`src/rtl/regfile_pkg.sv`:
```
`default_nettype none
// ============================================================================
// Module      : regfile_pkg
// Description : Shared widths, state encoding and pointer helper for the
//               register file write-port arbiter and its selector.
// Revision    : 1.0 - initial release
// ============================================================================
package regfile_pkg;

    localparam int AW           = 5;
    localparam int DW           = 32;
    localparam int NREG         = 2 ** AW;
    localparam int NREQ_DEFAULT = 4;

    typedef enum logic [0:0] {
        IDLE  = 1'b0,
        ISSUE = 1'b1
    } wr_state_e;

    // Modulo add for a value already known to be below 2*n, so non-power-of-2
    // requester counts wrap correctly without a divider.
    function automatic int rr_wrap(input int v, input int n);
        return (v >= n) ? (v - n) : v;
    endfunction

endpackage
`default_nettype wire

```
`src/rtl/regfile_wr_arbiter_if.sv`:
```
`default_nettype none
// ============================================================================
// Module      : regfile_wr_arbiter_if
// Description : Requester-side request bus and register-file write bus of the
//               write-port arbiter.
// Revision    : 1.0 - initial release
// ============================================================================
interface regfile_wr_arbiter_if #(
    parameter int NREQ = 4,
    parameter int AW   = 5,
    parameter int DW   = 32
);

    logic [NREQ-1:0]    req;
    logic [NREQ*AW-1:0] wr_addr;
    logic [NREQ*DW-1:0] wr_data;
    logic               rf_stall;
    logic [NREQ-1:0]    gnt;
    logic               rf_we;
    logic [AW-1:0]      rf_waddr;
    logic [DW-1:0]      rf_wdata;
    logic [2**AW-1:0]   rf_dec;

    modport master (
        output req, wr_addr, wr_data, rf_stall,
        input  gnt, rf_we, rf_waddr, rf_wdata, rf_dec
    );

    modport slave (
        input  req, wr_addr, wr_data, rf_stall,
        output gnt, rf_we, rf_waddr, rf_wdata, rf_dec
    );

endinterface
`default_nettype wire

```
`src/rtl/rr_priority_sel.sv`:
```
`default_nettype none
// ============================================================================
// Module      : rr_priority_sel
// Description : Combinational round-robin selector: rotate by ptr, pick the
//               first set bit, rotate back to a one-hot winner.
// Revision    : 1.0 - initial release
// ============================================================================
module rr_priority_sel
    import regfile_pkg::*;
#(
    parameter int N = 4
) (
    input  wire logic [N-1:0]                      elig,
    input  wire logic [((N > 1) ? $clog2(N) : 1)-1:0] ptr,
    output logic      [N-1:0]                      win,
    output logic                                   valid
);

    localparam int c_pw = (N > 1) ? $clog2(N) : 1;

    logic [N-1:0] w_rot;
    logic [N-1:0] w_ffs;
    logic         w_found;

    always_comb begin
        w_rot   = '0;
        w_ffs   = '0;
        w_found = 1'b0;
        win     = '0;
        valid   = |elig;
        // w_rot[0] is the requester at ptr, so the lowest set bit is the winner.
        for (int i = 0; i < N; i++) begin
            w_rot[i] = elig[c_pw'(rr_wrap(int'(ptr) + i, N))];
        end
        for (int i = 0; i < N; i++) begin
            if (w_rot[i] && !w_found) begin
                w_found  = 1'b1;
                w_ffs[i] = 1'b1;
            end
        end
        for (int i = 0; i < N; i++) begin
            win[c_pw'(rr_wrap(int'(ptr) + i, N))] = w_ffs[i];
        end
    end

endmodule
`default_nettype wire

```
`src/rtl/regfile_wr_arbiter.sv`:
```
`default_nettype none
// ============================================================================
// Module      : regfile_wr_arbiter
// Description : Round-robin arbiter sharing the single register-file write
//               port among NREQ requesters, with registered write outputs.
// Revision    : 1.0 - initial release
// ============================================================================
module regfile_wr_arbiter
    import regfile_pkg::*;
#(
    parameter int NREQ = NREQ_DEFAULT,
    parameter int AW   = regfile_pkg::AW,
    parameter int DW   = regfile_pkg::DW
) (
    input wire logic            clk,
    input wire logic            rst,
    regfile_wr_arbiter_if.slave bus
);

    localparam int c_pw   = (NREQ > 1) ? $clog2(NREQ) : 1;
    localparam int c_nreg = 2 ** AW;

    wr_state_e          r_state, w_nxt_state;
    logic [c_pw-1:0]    r_ptr, w_nxt_ptr;
    logic [NREQ-1:0]    r_gnt, w_nxt_gnt;
    logic               r_we, w_nxt_we;
    logic [AW-1:0]      r_waddr, w_nxt_waddr;
    logic [DW-1:0]      r_wdata, w_nxt_wdata;
    logic [c_nreg-1:0]  r_dec, w_nxt_dec;

    logic [NREQ-1:0]    w_elig;
    logic [NREQ-1:0]    w_win;
    logic               w_valid;
    logic               w_grant;
    logic [c_pw-1:0]    w_win_idx;
    logic [AW-1:0]      w_win_addr;
    logic [DW-1:0]      w_win_data;

    // Outside ISSUE the grant register is zero, so only a just-granted
    // requester is ever masked.
    assign w_elig  = bus.req & ~((r_state == ISSUE) ? r_gnt : '0);
    assign w_grant = w_valid & ~bus.rf_stall;

    rr_priority_sel #(
        .N (NREQ)
    ) u_sel (
        .elig  (w_elig),
        .ptr   (r_ptr),
        .win   (w_win),
        .valid (w_valid)
    );

    always_comb begin
        w_win_idx  = '0;
        w_win_addr = '0;
        w_win_data = '0;
        for (int i = 0; i < NREQ; i++) begin
            if (w_win[i]) begin
                w_win_idx  = c_pw'(i);
                w_win_addr = bus.wr_addr[i*AW +: AW];
                w_win_data = bus.wr_data[i*DW +: DW];
            end
        end
    end

    always_comb begin
        w_nxt_state = IDLE;
        w_nxt_ptr   = r_ptr;
        w_nxt_gnt   = '0;
        w_nxt_we    = 1'b0;
        w_nxt_waddr = r_waddr;
        w_nxt_wdata = r_wdata;
        w_nxt_dec   = '0;
        if (w_grant) begin
            w_nxt_state = ISSUE;
            w_nxt_gnt   = w_win;
            w_nxt_waddr = w_win_addr;
            w_nxt_wdata = w_win_data;
            w_nxt_ptr   = c_pw'(rr_wrap(int'(w_win_idx) + 1, NREQ));
            // Register 0 is hardwired zero: grant the slot but suppress the write.
            if (w_win_addr != '0) begin
                w_nxt_we  = 1'b1;
                w_nxt_dec = {{(c_nreg-1){1'b0}}, 1'b1} << w_win_addr;
            end
        end
    end

    always_ff @(posedge clk) begin
        if (rst) begin
            r_state <= IDLE;
            r_ptr   <= '0;
            r_gnt   <= '0;
            r_we    <= 1'b0;
            r_waddr <= '0;
            r_wdata <= '0;
            r_dec   <= '0;
        end else begin
            r_state <= w_nxt_state;
            r_ptr   <= w_nxt_ptr;
            r_gnt   <= w_nxt_gnt;
            r_we    <= w_nxt_we;
            r_waddr <= w_nxt_waddr;
            r_wdata <= w_nxt_wdata;
            r_dec   <= w_nxt_dec;
        end
    end

    assign bus.gnt      = r_gnt;
    assign bus.rf_we    = r_we;
    assign bus.rf_waddr = r_waddr;
    assign bus.rf_wdata = r_wdata;
    assign bus.rf_dec   = r_dec;

endmodule
`default_nettype wire

```
`src/flat_wrapper.sv`:
```
// flat-port wrapper written by rule: the top's interface ports become plain ports
module regfile_wr_arbiter_flat import regfile_pkg::*;
#(
    parameter int NREQ = NREQ_DEFAULT,
    parameter int AW   = regfile_pkg::AW,
    parameter int DW   = regfile_pkg::DW
)
  (clk, rst, bus_req, bus_wr_addr, bus_wr_data, bus_rf_stall, bus_gnt, bus_rf_we, bus_rf_waddr, bus_rf_wdata, bus_rf_dec);
  regfile_wr_arbiter_if #(.NREQ(NREQ), .AW(AW), .DW(DW)) bus_i ();
  input wire logic clk;
  input wire logic rst;
  input wire logic [$bits(bus_i.req)-1:0] bus_req;
  input wire logic [$bits(bus_i.wr_addr)-1:0] bus_wr_addr;
  input wire logic [$bits(bus_i.wr_data)-1:0] bus_wr_data;
  input wire logic [$bits(bus_i.rf_stall)-1:0] bus_rf_stall;
  output wire logic [$bits(bus_i.gnt)-1:0] bus_gnt;
  output wire logic [$bits(bus_i.rf_we)-1:0] bus_rf_we;
  output wire logic [$bits(bus_i.rf_waddr)-1:0] bus_rf_waddr;
  output wire logic [$bits(bus_i.rf_wdata)-1:0] bus_rf_wdata;
  output wire logic [$bits(bus_i.rf_dec)-1:0] bus_rf_dec;
  assign bus_i.req = bus_req;
  assign bus_i.wr_addr = bus_wr_addr;
  assign bus_i.wr_data = bus_wr_data;
  assign bus_i.rf_stall = bus_rf_stall;
  assign bus_gnt = bus_i.gnt;
  assign bus_rf_we = bus_i.rf_we;
  assign bus_rf_waddr = bus_i.rf_waddr;
  assign bus_rf_wdata = bus_i.rf_wdata;
  assign bus_rf_dec = bus_i.rf_dec;
  regfile_wr_arbiter #(.NREQ(NREQ), .AW(AW), .DW(DW)) u_core (.clk(clk), .rst(rst), .bus(bus_i));
endmodule
```
`config.mk`:
```
export PLATFORM = sky130hd
export DESIGN_NAME = regfile_wr_arbiter_flat
export DESIGN_NICKNAME = d
export VERILOG_FILES = /design/src/rtl/regfile_pkg.sv /design/src/rtl/regfile_wr_arbiter_if.sv /design/src/rtl/rr_priority_sel.sv /design/src/rtl/regfile_wr_arbiter.sv /design/src/flat_wrapper.sv
export SDC_FILE = /design/constraint.sdc
export NUM_CORES = 1
export LEC_CHECK = 0
export ABC_CLOCK_PERIOD_IN_PS = 4410
export BUFFER_PORTS_ARGS = -buffer_cell sky130_fd_sc_hd__buf_2
export CAP_MARGIN = 40
export CORE_AREA = 2 2 114 88
export CTS_CLUSTER_SIZE = 20
export DETAILED_ROUTE_END_ITERATION = 10
export DIE_AREA = 0 0 116 90
export GPL_TIMING_DRIVEN = 0
export PLACE_DENSITY = 0.77
export SYNTH_ARGS = -nofsm -noshare
export SYNTH_HDL_FRONTEND = slang
export SYNTH_SLANG_ARGS = --single-unit
```
`constraint.sdc`:
```
create_clock -name clk -period 4.41 [get_ports clk]
set_input_delay 0.2205 -clock clk [delete_from_list [all_inputs] [get_ports clk]]
set_output_delay 0.2205 -clock clk [all_outputs]
set_load 0.01 [all_outputs]
```
==> impl_results.md <==
- Outcome: finished clean
- WL final: 15,100 µm
- Highest metal used: met5
- Final instance area: 5751 µm²
- Worst slack, placed: 25.11 ps
- CTS Root Cell: clkbuf_16
- H-Tree Depth: 3
- Syn nets: 653
- Maximum VDD drop: 0.7051 mV
- DRT antenna net count: 0
- Antenna violations before repair: 2
- Slowest CP cell: or4_1
- Hold Fails Final Rpt: 0
- Largest net degree at the start of global routing: 15
- # DRC: 0
- Nets: 899
- Tmin final: ~4200 ps
- Synthesized instance count: 490
- Leakage: ~2.6 nW
- DR pass1 iterations: 6
- Vias in the first global route: 4,526
- Synthesis warning total: 0
- Share of the synthesized area in the top cell type: 38.54%
- Worst slew margin: 45.37%
- Actual slew at the worst max-slew pin: 815.6 ps
- Initial Util: 42.62%
- Register area share after synthesis: about two fifths
- Area contributors post-synth: dfxtp_1, a221oi_1, nand2_1, a211o_1, a21oi_1
- Delay-heaviest family, CP: compound AO/OA/AOI/OAI gates
- Drt initial violations: 524
- Top_reg_cell synth: dfxtp_1
- Distinct cell type count after synthesis: 51
- Met1 WL: 6335 µm
- Yosys reg bits: 77
- Crit share post-route: 95.33%
- Fraction of registers with async set/reset: 0%
- Startpoint Class: register
- Setup slack after layout: roughly 200 ps
- Via density: 5.683
- Worst-Skew Late Latency: 340 ps
- Synth area leader: dfxtp_1
- Die Wd: 116 µm
- WL met3: 1364 µm
- Clk slew on worst S/H paths: approximately 60 ps
- CTS buffer count: 9
- Pins Over Slew Limit: 0
- Critical Path RT: between 4000 and 5000 ps
- Final Non-Filler Cells: between 800 and 900
- Clk sinks: 77
- Routability cong.: 0.9906
- Layout cells sized above 1: 37.52%
- Worst min path class: input pin to register
- Syn-to-layout area delta: 43.76%
- Metal2 WL: 7084 µm
- Area after DPL: 5306 µm²
- Critical Path AT: roughly 4500 ps
- Post-Syn Area: 4000 µm²
- Fmax: 237.9 MHz
- Number of synthesized flops with an enable pin: 0
- CP max stage delay: approximately 580 ps
- Post-DP HPWL: 11,810 µm
- Crit path buf inv count: 3
- CP Max Fanout: 10
- Remaining global-route overflow: 0
- Crit. End Element: register
- Final Setup Violations: 0
- Total track usage: around 29%
- Setup Skew: 6.434 ps
- Die area: 10,440 µm²
- Port bufs: approximately 230
- First-pass GRT wire length: 23,400 µm
- CP cell instances: buf_2 > inv_1 > ha_1 > clkbuf_1 > nand2b_1 > a31o_2 > a221oi_1 > a21oi_1 > or4_1 > o211ai_1 > a31oi_2 > nor4_1
- Multi-input logic area: 2333 µm²
- FP Rows: 31
- CTS Hold Bufs: 0
- Register Area: 1541 µm²
- Core Area: 9387 µm²
- Max clock buf depth: 2
- Mean Syn Cell Area: 8.163 µm²
- Via count: just under 5,000
- Max-cap violations: 0
- WS Path Type: register to register
- DIE HEIGHT: 90 µm
- Filler instances: 880
- Drt wl/cell: 17.28 µm
- Cell Count Post-Placement: 850
- # IOs: ~230
- Hold Slack: 197.3 ps
- TritonCTS clock tree: built
- PwrDens: 943.5 nW/µm²
stage by stage:
stage          utilization, %  total power [W]  setup TNS [ps]
4_1_cts                 60.09         0.005159               0
5_1_grt                 61.26         0.005809          -25.67
3_5_place_dp            56.53         0.004332               0
6_report                61.26         0.005425               0
2_1_floorplan               -         0.003361               0
3_3_place_gp            56.53         0.004247               0
final cells by class:
type | instances | share of cell area (%)
Antenna cell | 1 | 0.04352
Clock buffer | 10 | 3.982
Clock inverter | 6 | 1.675
Inverter | 4 | 0.2611
Buffer | 40 | 2.894
Timing Repair Buffer | 236 | 20.89
Tap cell | 132 | 2.872
Sequential cell | 77 | 26.81
Multi-Input combinational cell | 368 | 40.58
cell usage after synthesis (3+ instances only):
library cell and n:
a221oi_1 36, dfxtp_1 77, o31a_1 4, inv_1 4, nor4_1 17, or3_1 5
nor3b_1 3, nor2_1 50, a311oi_1 4, a21oi_1 43, o21ai_0 5, ha_1 8
o211a_1 3, a211o_1 33, a21boi_1 4, and2_1 3, nand2_1 79, a31oi_1 6
buf_1 3, and3_1 3, mux2i_1 3, clkbuf_1 35, nor2b_1 6, nor3_1 18
path summary, 6_finish.rpt:
check,cells after the start,endpoint,slack (ps),start
worst max-delay path,12,u_core.bus.rf_dec[23],210,u_core.r_ptr[0]
worst min-delay path,3,u_core.bus.rf_waddr[0],200,bus_wr_addr[15]
worst max register to register,12,u_core.bus.rf_dec[23],210,u_core.r_ptr[0]
worst min register to register,2,u_core.bus.rf_wdata[22],450,u_core.bus.rf_wdata[22]
state kept, by name (all words and copies together), names as in the netlist:
name / flops
u_core.r_state: 1
u_core.bus.rf_wdata: 32
u_core.bus.rf_dec: 32
u_core.bus.gnt: 4
u_core.bus.rf_we: 1
u_core.bus.rf_waddr: 5
u_core.r_ptr: 2
metal layers:
layer	track usage (%)	up-vias
met5	0	-
met1	38.35	2317
li1	-	2332
met3	7.755	33
met4	8.829	2
met2	44.59	283
kinds of logic (layout without fill, tap and decap cells):
kind of cell | count (synthesis) | count (layout) | share of synthesized area, %
and+or+nand+nor | 198 | 198 | 23.08
adders and majority gates | 8 | 8 | 2.502
muxes | 5 | 5 | 1.595
AOI/OAI and AO/OA | 156 | 156 | 29.72
DFF | 77 | 77 | 38.54
buffers and inverters | 45 | 296 | 4.473
other | 1 | 2 | 0.09375
cells in the final DEF (no fill, tap or decap), types with 3 or more instances in the layout:
cell type    n
a211o_1     33
a21boi_1     4
a21oi_1     42
a221oi_1    35
a311oi_1     4
a31oi_2      4
and2_1       3
and3_1       3
buf_2      230
buf_4        8
clkbuf_1    32
clkbuf_16    9
clkbuf_2     5
dfxtp_1     77
ha_1         8
inv_1        4
mux2i_1      3
nand2_1     79
nor2_1      50
nor2b_1      6
nor3_1      17
nor3_2       3
nor3b_1      3
nor4_1      17
o211a_1      3
o21ai_0      5
o31a_1       4
or3_1        5
power breakdown:
part,internal [W],switching [W]
clock network,0.000502,0.000303
registers,0.000839,0.0000660
logic,0.00139,0.00233
total,0.00273,0.00270
what timing repair did:
| action | in CTS | in global routing |
|---|---|---|
| cloned | 0 | 0 |
| resized for setup | 1 | 17 |
| setup buffers | 0 | 8 |
| setup endpoints to repair | 1 | 65 |
| pin swaps | 0 | 2 |
worst reg2reg max path: cells and delay by family (launching register included):
| family | cells | cell delay, ps |
|---|---|---|
| compound gates | 5 | 1570 |
| simple gates | 3 | 1110 |
| buf+inv | 3 | 680 |
| flops | 1 | 410 |
| fa+ha+maj | 1 | 350 |
No activity file was read; power rests on OpenSTA's default activity.
